### config.mk
export PLATFORM = sky130hd
export DESIGN_NAME = tmma_left_feeder_flat
export DESIGN_NICKNAME = d
export VERILOG_FILES = /design/src/rtl/tmma_left_feeder_pkg.sv /design/src/rtl/tmma_left_feeder_if.sv /design/src/rtl/tmma_skew_line.sv /design/src/rtl/tmma_left_feeder.sv /design/src/flat_wrapper.sv
export SDC_FILE = /design/constraint.sdc
export NUM_CORES = 1
export LEC_CHECK = 0
export CAP_MARGIN = 20
export CORE_UTILIZATION = 50
export CTS_CLUSTER_SIZE = 30
export DETAILED_ROUTE_END_ITERATION = 12
export DONT_BUFFER_PORTS = 1
export REMOVE_ABC_BUFFERS = 1
export SYNTH_ARGS = -nofsm -noshare
export SYNTH_HDL_FRONTEND = slang
export SYNTH_HIERARCHICAL = 1
export SYNTH_SLANG_ARGS = --single-unit
### constraint.sdc
create_clock -name clk -period 3.7 [get_ports clk]
set_clock_uncertainty 0.05 [all_clocks]
set_input_delay 0.74 -clock clk [delete_from_list [all_inputs] [get_ports clk]]
set_output_delay 0.74 -clock clk [all_outputs]
set_load 0.005 [all_outputs]
### src/rtl/tmma_left_feeder_pkg.sv
// Shared constants, data-type codes and FSM state type for the left-edge
// operand feeder of the systolic PE array.
package tmma_left_feeder_pkg;

  localparam int PE_INPUT_DATA_WIDTH  = 32;
  localparam int TMMA_CNT_WIDTH       = 8;
  localparam int TMMA_PRECISION_WIDTH = 2;

  localparam logic PE_DATA_TYPE_A = 1'b1;
  localparam logic PE_DATA_TYPE_C = 1'b0;

  typedef enum logic [1:0] {
    FEED_IDLE   = 2'd0,
    FEED_STREAM = 2'd1,
    FEED_DRAIN  = 2'd2,
    FEED_DONE   = 2'd3
  } feed_state_e;

  // Cycles spent in DRAIN so that DONE coincides with the last row's final beat;
  // a single-row array still passes through DRAIN once.
  function automatic int drain_cycles(input int rows);
    return (rows > 1) ? rows - 1 : 1;
  endfunction

endpackage

### src/rtl/tmma_left_feeder_if.sv
// Command, operand-source and left-edge PE bus of the feeder. The master
// modport is the feeder itself; the slave modport is its environment.
interface tmma_left_feeder_if
  import tmma_left_feeder_pkg::*;
#(
  parameter int ROWS   = 4,
  parameter int DATA_W = PE_INPUT_DATA_WIDTH,
  parameter int CNT_W  = TMMA_CNT_WIDTH,
  parameter int PREC_W = TMMA_PRECISION_WIDTH
);

  logic                     cmd_valid_i;
  logic                     cmd_ready_o;
  logic [CNT_W-1:0]         cmd_k_i;
  logic [PREC_W-1:0]        cmd_precision_i;
  logic                     src_valid_i;
  logic                     src_ready_o;
  logic [ROWS*DATA_W-1:0]   src_data_i;
  logic [ROWS-1:0]          left_data_valid_o;
  logic [ROWS*CNT_W-1:0]    left_data_cnt_o;
  logic [ROWS-1:0]          left_data_type_o;
  logic [ROWS*PREC_W-1:0]   left_precision_o;
  logic [ROWS*DATA_W-1:0]   left_data_o;
  logic                     done_o;
  logic                     busy_o;

  modport master (
    input  cmd_valid_i, cmd_k_i, cmd_precision_i, src_valid_i, src_data_i,
    output cmd_ready_o, src_ready_o, left_data_valid_o, left_data_cnt_o,
           left_data_type_o, left_precision_o, left_data_o, done_o, busy_o
  );

  modport slave (
    output cmd_valid_i, cmd_k_i, cmd_precision_i, src_valid_i, src_data_i,
    input  cmd_ready_o, src_ready_o, left_data_valid_o, left_data_cnt_o,
           left_data_type_o, left_precision_o, left_data_o, done_o, busy_o
  );

endinterface

### src/rtl/tmma_skew_line.sv
// DEPTH-stage delay line for one row's {valid, cnt, type, precision, data} slot;
// the whole line clears synchronously on rst.
module tmma_skew_line #(
  parameter int DEPTH  = 1,
  parameter int CNT_W  = 8,
  parameter int PREC_W = 2,
  parameter int DATA_W = 32
) (
  input  logic              clk,
  input  logic              rst,
  input  logic              valid_i,
  input  logic [CNT_W-1:0]  cnt_i,
  input  logic              type_i,
  input  logic [PREC_W-1:0] prec_i,
  input  logic [DATA_W-1:0] data_i,
  output logic              valid_o,
  output logic [CNT_W-1:0]  cnt_o,
  output logic              type_o,
  output logic [PREC_W-1:0] prec_o,
  output logic [DATA_W-1:0] data_o
);

  localparam int W = 1 + CNT_W + 1 + PREC_W + DATA_W;

  logic [DEPTH-1:0][W-1:0] stage_q;

  always_ff @(posedge clk) begin
    if (rst) begin
      stage_q <= '0;
    end else begin
      stage_q[0] <= {valid_i, cnt_i, type_i, prec_i, data_i};
      for (int i = 1; i < DEPTH; i++) begin
        stage_q[i] <= stage_q[i-1];
      end
    end
  end

  assign {valid_o, cnt_o, type_o, prec_o, data_o} = stage_q[DEPTH-1];

endmodule

### src/rtl/tmma_left_feeder.sv
// Left-edge transmitter: accepts a tile command, streams K operand beats and
// skews row r by r cycles into the PE array, then pulses done_o.
module tmma_left_feeder
  import tmma_left_feeder_pkg::*;
#(
  parameter int ROWS   = 4,
  parameter int DATA_W = PE_INPUT_DATA_WIDTH,
  parameter int CNT_W  = TMMA_CNT_WIDTH,
  parameter int PREC_W = TMMA_PRECISION_WIDTH
) (
  input  logic               clk,
  input  logic               rst,
  tmma_left_feeder_if.master bus
);

  localparam int DRAIN_LEN = drain_cycles(ROWS);
  localparam int DRAIN_W   = $clog2(DRAIN_LEN + 1);

  feed_state_e       state_q, state_d;
  logic [CNT_W-1:0]  k_q, k_d;
  logic [CNT_W-1:0]  beat_q, beat_d;
  logic [PREC_W-1:0] prec_q, prec_d;
  logic [DRAIN_W-1:0] drain_q, drain_d;

  logic cmd_ready;
  logic src_ready;
  logic done;
  logic busy;

  always_ff @(posedge clk) begin
    if (rst) begin
      state_q <= FEED_IDLE;
      k_q     <= '0;
      beat_q  <= '0;
      prec_q  <= '0;
      drain_q <= '0;
    end else begin
      state_q <= state_d;
      k_q     <= k_d;
      beat_q  <= beat_d;
      prec_q  <= prec_d;
      drain_q <= drain_d;
    end
  end

  always_comb begin
    state_d   = state_q;
    k_d       = k_q;
    beat_d    = beat_q;
    prec_d    = prec_q;
    drain_d   = drain_q;
    cmd_ready = 1'b0;
    src_ready = 1'b0;
    done      = 1'b0;
    busy      = 1'b1;
    case (state_q)
      FEED_IDLE: begin
        cmd_ready = 1'b1;
        busy      = 1'b0;
        if (bus.cmd_valid_i) begin
          k_d     = bus.cmd_k_i;
          prec_d  = bus.cmd_precision_i;
          beat_d  = '0;
          drain_d = '0;
          state_d = (bus.cmd_k_i == '0) ? FEED_DONE : FEED_STREAM;
        end
      end
      FEED_STREAM: begin
        src_ready = 1'b1;
        if (bus.src_valid_i) begin
          beat_d = beat_q + 1'b1;
          if (beat_q == k_q - 1'b1) begin
            state_d = FEED_DRAIN;
          end
        end
      end
      FEED_DRAIN: begin
        // Leave so that DONE lands on the cycle the last row shows beat K-1.
        drain_d = drain_q + 1'b1;
        if (drain_q == DRAIN_W'(DRAIN_LEN - 1)) begin
          state_d = FEED_DONE;
        end
      end
      FEED_DONE: begin
        done    = 1'b1;
        state_d = FEED_IDLE;
      end
      default: begin
        state_d = FEED_IDLE;
      end
    endcase
  end

  // A slot enters every skew line each cycle; bubbles travel as all-zero slots.
  logic                   slot_valid;
  logic [CNT_W-1:0]       slot_cnt;
  logic                   slot_type;
  logic [PREC_W-1:0]      slot_prec;
  logic [ROWS*DATA_W-1:0] slot_data;

  assign slot_valid = src_ready & bus.src_valid_i;
  assign slot_cnt   = slot_valid ? beat_q : '0;
  assign slot_type  = slot_valid ? PE_DATA_TYPE_A : PE_DATA_TYPE_C;
  assign slot_prec  = slot_valid ? prec_q : '0;
  assign slot_data  = slot_valid ? bus.src_data_i : '0;

  logic [ROWS-1:0]        left_valid;
  logic [ROWS*CNT_W-1:0]  left_cnt;
  logic [ROWS-1:0]        left_type;
  logic [ROWS*PREC_W-1:0] left_prec;
  logic [ROWS*DATA_W-1:0] left_data;

  generate
    for (genvar gi = 0; gi < ROWS; gi++) begin : g_row
      tmma_skew_line #(
        .DEPTH (gi + 1),
        .CNT_W (CNT_W),
        .PREC_W(PREC_W),
        .DATA_W(DATA_W)
      ) u_skew (
        .clk    (clk),
        .rst    (rst),
        .valid_i(slot_valid),
        .cnt_i  (slot_cnt),
        .type_i (slot_type),
        .prec_i (slot_prec),
        .data_i (slot_data[gi*DATA_W +: DATA_W]),
        .valid_o(left_valid[gi]),
        .cnt_o  (left_cnt[gi*CNT_W +: CNT_W]),
        .type_o (left_type[gi]),
        .prec_o (left_prec[gi*PREC_W +: PREC_W]),
        .data_o (left_data[gi*DATA_W +: DATA_W])
      );
    end
  endgenerate

  assign bus.cmd_ready_o       = cmd_ready;
  assign bus.src_ready_o       = src_ready;
  assign bus.done_o            = done;
  assign bus.busy_o            = busy;
  assign bus.left_data_valid_o = left_valid;
  assign bus.left_data_cnt_o   = left_cnt;
  assign bus.left_data_type_o  = left_type;
  assign bus.left_precision_o  = left_prec;
  assign bus.left_data_o       = left_data;

endmodule
### src/flat_wrapper.sv
// flat-port wrapper written by rule: the top's interface ports become plain ports
module tmma_left_feeder_flat import tmma_left_feeder_pkg::*;
#(
  parameter int ROWS   = 4,
  parameter int DATA_W = PE_INPUT_DATA_WIDTH,
  parameter int CNT_W  = TMMA_CNT_WIDTH,
  parameter int PREC_W = TMMA_PRECISION_WIDTH
)
  (clk, rst, bus_cmd_valid_i, bus_cmd_k_i, bus_cmd_precision_i, bus_src_valid_i, bus_src_data_i, bus_cmd_ready_o, bus_src_ready_o, bus_left_data_valid_o, bus_left_data_cnt_o, bus_left_data_type_o, bus_left_precision_o, bus_left_data_o, bus_done_o, bus_busy_o);
  tmma_left_feeder_if #(.ROWS(ROWS), .DATA_W(DATA_W), .CNT_W(CNT_W), .PREC_W(PREC_W)) bus_i ();
  input  logic clk;
  input  logic rst;
  input wire logic [$bits(bus_i.cmd_valid_i)-1:0] bus_cmd_valid_i;
  input wire logic [$bits(bus_i.cmd_k_i)-1:0] bus_cmd_k_i;
  input wire logic [$bits(bus_i.cmd_precision_i)-1:0] bus_cmd_precision_i;
  input wire logic [$bits(bus_i.src_valid_i)-1:0] bus_src_valid_i;
  input wire logic [$bits(bus_i.src_data_i)-1:0] bus_src_data_i;
  output wire logic [$bits(bus_i.cmd_ready_o)-1:0] bus_cmd_ready_o;
  output wire logic [$bits(bus_i.src_ready_o)-1:0] bus_src_ready_o;
  output wire logic [$bits(bus_i.left_data_valid_o)-1:0] bus_left_data_valid_o;
  output wire logic [$bits(bus_i.left_data_cnt_o)-1:0] bus_left_data_cnt_o;
  output wire logic [$bits(bus_i.left_data_type_o)-1:0] bus_left_data_type_o;
  output wire logic [$bits(bus_i.left_precision_o)-1:0] bus_left_precision_o;
  output wire logic [$bits(bus_i.left_data_o)-1:0] bus_left_data_o;
  output wire logic [$bits(bus_i.done_o)-1:0] bus_done_o;
  output wire logic [$bits(bus_i.busy_o)-1:0] bus_busy_o;
  assign bus_i.cmd_valid_i = bus_cmd_valid_i;
  assign bus_i.cmd_k_i = bus_cmd_k_i;
  assign bus_i.cmd_precision_i = bus_cmd_precision_i;
  assign bus_i.src_valid_i = bus_src_valid_i;
  assign bus_i.src_data_i = bus_src_data_i;
  assign bus_cmd_ready_o = bus_i.cmd_ready_o;
  assign bus_src_ready_o = bus_i.src_ready_o;
  assign bus_left_data_valid_o = bus_i.left_data_valid_o;
  assign bus_left_data_cnt_o = bus_i.left_data_cnt_o;
  assign bus_left_data_type_o = bus_i.left_data_type_o;
  assign bus_left_precision_o = bus_i.left_precision_o;
  assign bus_left_data_o = bus_i.left_data_o;
  assign bus_done_o = bus_i.done_o;
  assign bus_busy_o = bus_i.busy_o;
  tmma_left_feeder #(.ROWS(ROWS), .DATA_W(DATA_W), .CNT_W(CNT_W), .PREC_W(PREC_W)) u_core (.clk(clk), .rst(rst), .bus(bus_i));
endmodule
==> impl_metrics.tcl <==
set metrics [dict create \
    r2r_setup_slack_ns 1.33 \
    synth.most_common_cell "dfxtp_1" \
    antenna_found_initial 8 \
    cp_max_fo 82 \
    crit-reg2reg-capture "u_core/state_q[0]$_SDFFE_PP0P_" \
    fp.dieW_um 175 \
    drv_slew 0 \
    path_buf_inv 2 \
    routed_wl_um 24300 \
    slowest_delay_ns 0.51 \
    insertion_delay_ns 0.53 \
    synthMuxAreaShare 0 \
    tns_ns 0 \
    cp_num_cells 3 \
    holdPathStages 1 \
    place_area_mm2 0.0142 \
    finalPower_mw 10.6 \
    grt_pass1_wl_um 37100 \
    fin_crit_sh 0.667 \
    cp.arrival_ns 1.68 \
    grt_pass1_vias 7064 \
    synth_xor_area_frac 0.00698 \
    slowest_stage "buf_4" \
    hold_viol 0 \
    finalCriticalPeriod_ns 2.47 \
    cts_sinks 462 \
    post-place-ws_ns 1.35 \
    drtAntennaViolNets 0 \
    path_cells "inv_1 -> ha_4 -> buf_4" \
    drive_above_1_share 0.0595 \
    synth_commonest_cells "dfxtp_1 (462), nor2b_1 (432), and3_1 (141)" \
    cts_tree "yes" \
    grtUsageTotal 0.150 \
    wl_per_cell_um 14.7 \
    cellPowerDensity_mw_per_mm2 673 \
    row_count 63 \
    synth-async-reset-ratio 0 \
    final_nets 1377 \
    r2r-start "u_core/k_q[0]$_SDFFE_PP0P_" \
    syn_to_final_growth_pct 4.35 \
    ys_ff_latch 462 \
    synthTopCellsByArea "dfxtp_1 (61%), nor2b_1 (18%), buf_4 (6.7%), and3_1 (5.9%), buf_2 (1.2%)" \
    clkTransAtPathRegs_ns 0.06 \
    cts-resized-gates 0 \
    maxSlewHeadroom 0.0287 \
    setup_violations 0 \
    crit_family "buffers and inverters" \
    viasPerCell 4.55 \
    min_from "rst" \
    status "finished, final reports clean" \
    critPathLaunch "u_core/state_q[1]$_SDFFE_PP0P_" \
    fin_area_mm2 0.0157 \
    dieArea_mm2 0.0308 \
    dpl.hpwl_um 13900 \
    syn-instance-count 1387 \
    synth_top_area_share 0.615 \
    ir_drop_v 0.000531 \
    synth_cell_types 39 \
    min_path_type "input pin to flip-flop" \
    rsz0062_at_grt "false" \
    vias 7536 \
    port_buffers 0 \
    drc_errors 0 \
    yosysSeqAreaShare 0.615 \
    initial_core_util 0.508 \
    tightest_slew_ns 1.46 \
    place.gp.congestion 0.726 \
    holdWs_ns 0.243 \
    syn_area_per_cell_um2 10.9 \
    cts_root_buf "clkbuf_16" \
    synth_top_family_by_area "simple AND/OR/NAND/NOR gates" \
    cp-endpoint "bus_src_ready_o" \
    max-clock-path-buffers 3 \
    reg2reg_depth 8 \
    yosys.area_share.adder 0.00582 \
    grt_max_degree 456 \
    die_y_um 175 \
    numCtsBuffers 46 \
    synth-edff-count 0 \
    synth_area_leader_cell "dfxtp_1" \
    drtPass1Iterations 6 \
    fmax_ghz 0.405 \
    drt_iter0_drc 446 \
    worst-setup-path-type "flip-flop to output port" \
    fin_ws_ns 1.23 \
    gr-total-overflow 0 \
    crit_required_ns 2.91 \
    cts_hold_buffers 0 \
    core-area_mm2 0.0296 \
    start_kind "flip-flop" \
    synth_compound_area_frac 0.0157 \
    post-cts-setup-buffer-count 0 \
    yosys.area_share.simple 0.265 \
    io_pins 322 \
    synth_ff_type "dfxtp_1" \
    synth_area_mm2 0.0150 \
    end_kind "output port" \
    drv_cap 0 \
    ys_warn_count 6 \
    power_leakage_nw 6.62 \
    h-tree-depth 2 \
]
[worst reg2reg max path, stage by stage, from the launching register on]
cell	delay, ns
dfxtp_1	0.44
inv_1	0.07
ha_1	0.27
and2_1	0.20
a211o_2	0.32
a31oi_1	0.19
a211oi_2	0.09
or3_2	0.47
o311a_1	0.14
[flip-flops by register name, summed over array words and instances, names as in the netlist]
register / count
u_core/g_row.u_skew/stage_q: 308
u_core/g_row.u_skew/data_o: 96
u_core/g_row.u_skew/cnt_o: 24
u_core/beat_q: 8
u_core/k_q: 8
u_core/g_row.u_skew/prec_o: 6
u_core/g_row.u_skew/type_o: 3
u_core/g_row.u_skew/valid_o: 3
u_core/drain_q: 2
u_core/prec_q: 2
u_core/state_q: 2
[per-stage QoR]
stage,instances,utilization
after detailed placement,1570,0.480
final,1656,0.530
after CTS,1650,0.529
after global routing,1654,0.530
after global placement,1570,0.480
after floorplan,1178,-
[cells by family after synthesis]
kind of cell,after synthesis
compound gates,39
xor+xnor,12
fa+ha+maj,7
buf+inv,217
flops,462
simple gates,650
[metal layers]
layer / routed length (um) / track usage / part of all wire
met5: 27 / 0 / 0.0011
met3: 1780 / 0.0539 / 0.073
met2: 11300 / 0.246 / 0.47
met4: 579 / 0.0620 / 0.024
met1: 10600 / 0.178 / 0.43
[worst min-delay path by stage]
stage,slack [ns],endpoint
after floorplan,0.36,u_core/g_row[3].u_skew/data_o[11]$_SDFF_PP0_
after global placement,0.36,u_core/g_row[3].u_skew/data_o[22]$_SDFF_PP0_
after detailed placement,0.37,u_core/g_row[3].u_skew/data_o[4]$_SDFF_PP0_
after CTS,0.22,u_core/g_row[1].u_skew/stage_q[4]$_SDFF_PP0_
after global routing,0.21,u_core/g_row[1].u_skew/data_o[27]$_SDFF_PP0_
final,0.24,u_core/g_row[1].u_skew/stage_q[27]$_SDFF_PP0_
[cells in the final DEF (no fill, tap or decap), types with 7 or more instances in the layout]
cell type / synthesis / final
nand2_1: 27 / 27
nor2b_1: 432 / 432
clkbuf_1: 37 / 13
dfxtp_1: 462 / 462
and3_1: 141 / 141
o21ai_0: 7 / 7
nor2_1: 15 / 15
and2b_1: 12 / 12
clkbuf_16: 0 / 47
a21oi_1: 19 / 19
clkbuf_8: 0 / 7
inv_1: 8 / 8
[power by group]
group	switching, mW	internal (mW)
Clock	1.80	2.68
Sequential	0.0908	5.17
Combinational	0.470	0.362
[final cells by class]
cell class                 count  area (um2)
timing repair buffer           2        15.0
multi-input combinational    708        4430
fill                        2564       13900
tap                          390         488
sequential                   462        9250
inverter                       8        30.0
clock inverter                13         153
clock buffer                  67        1320
antenna                        6        15.0
No activity file was read; power rests on OpenSTA's default activity.
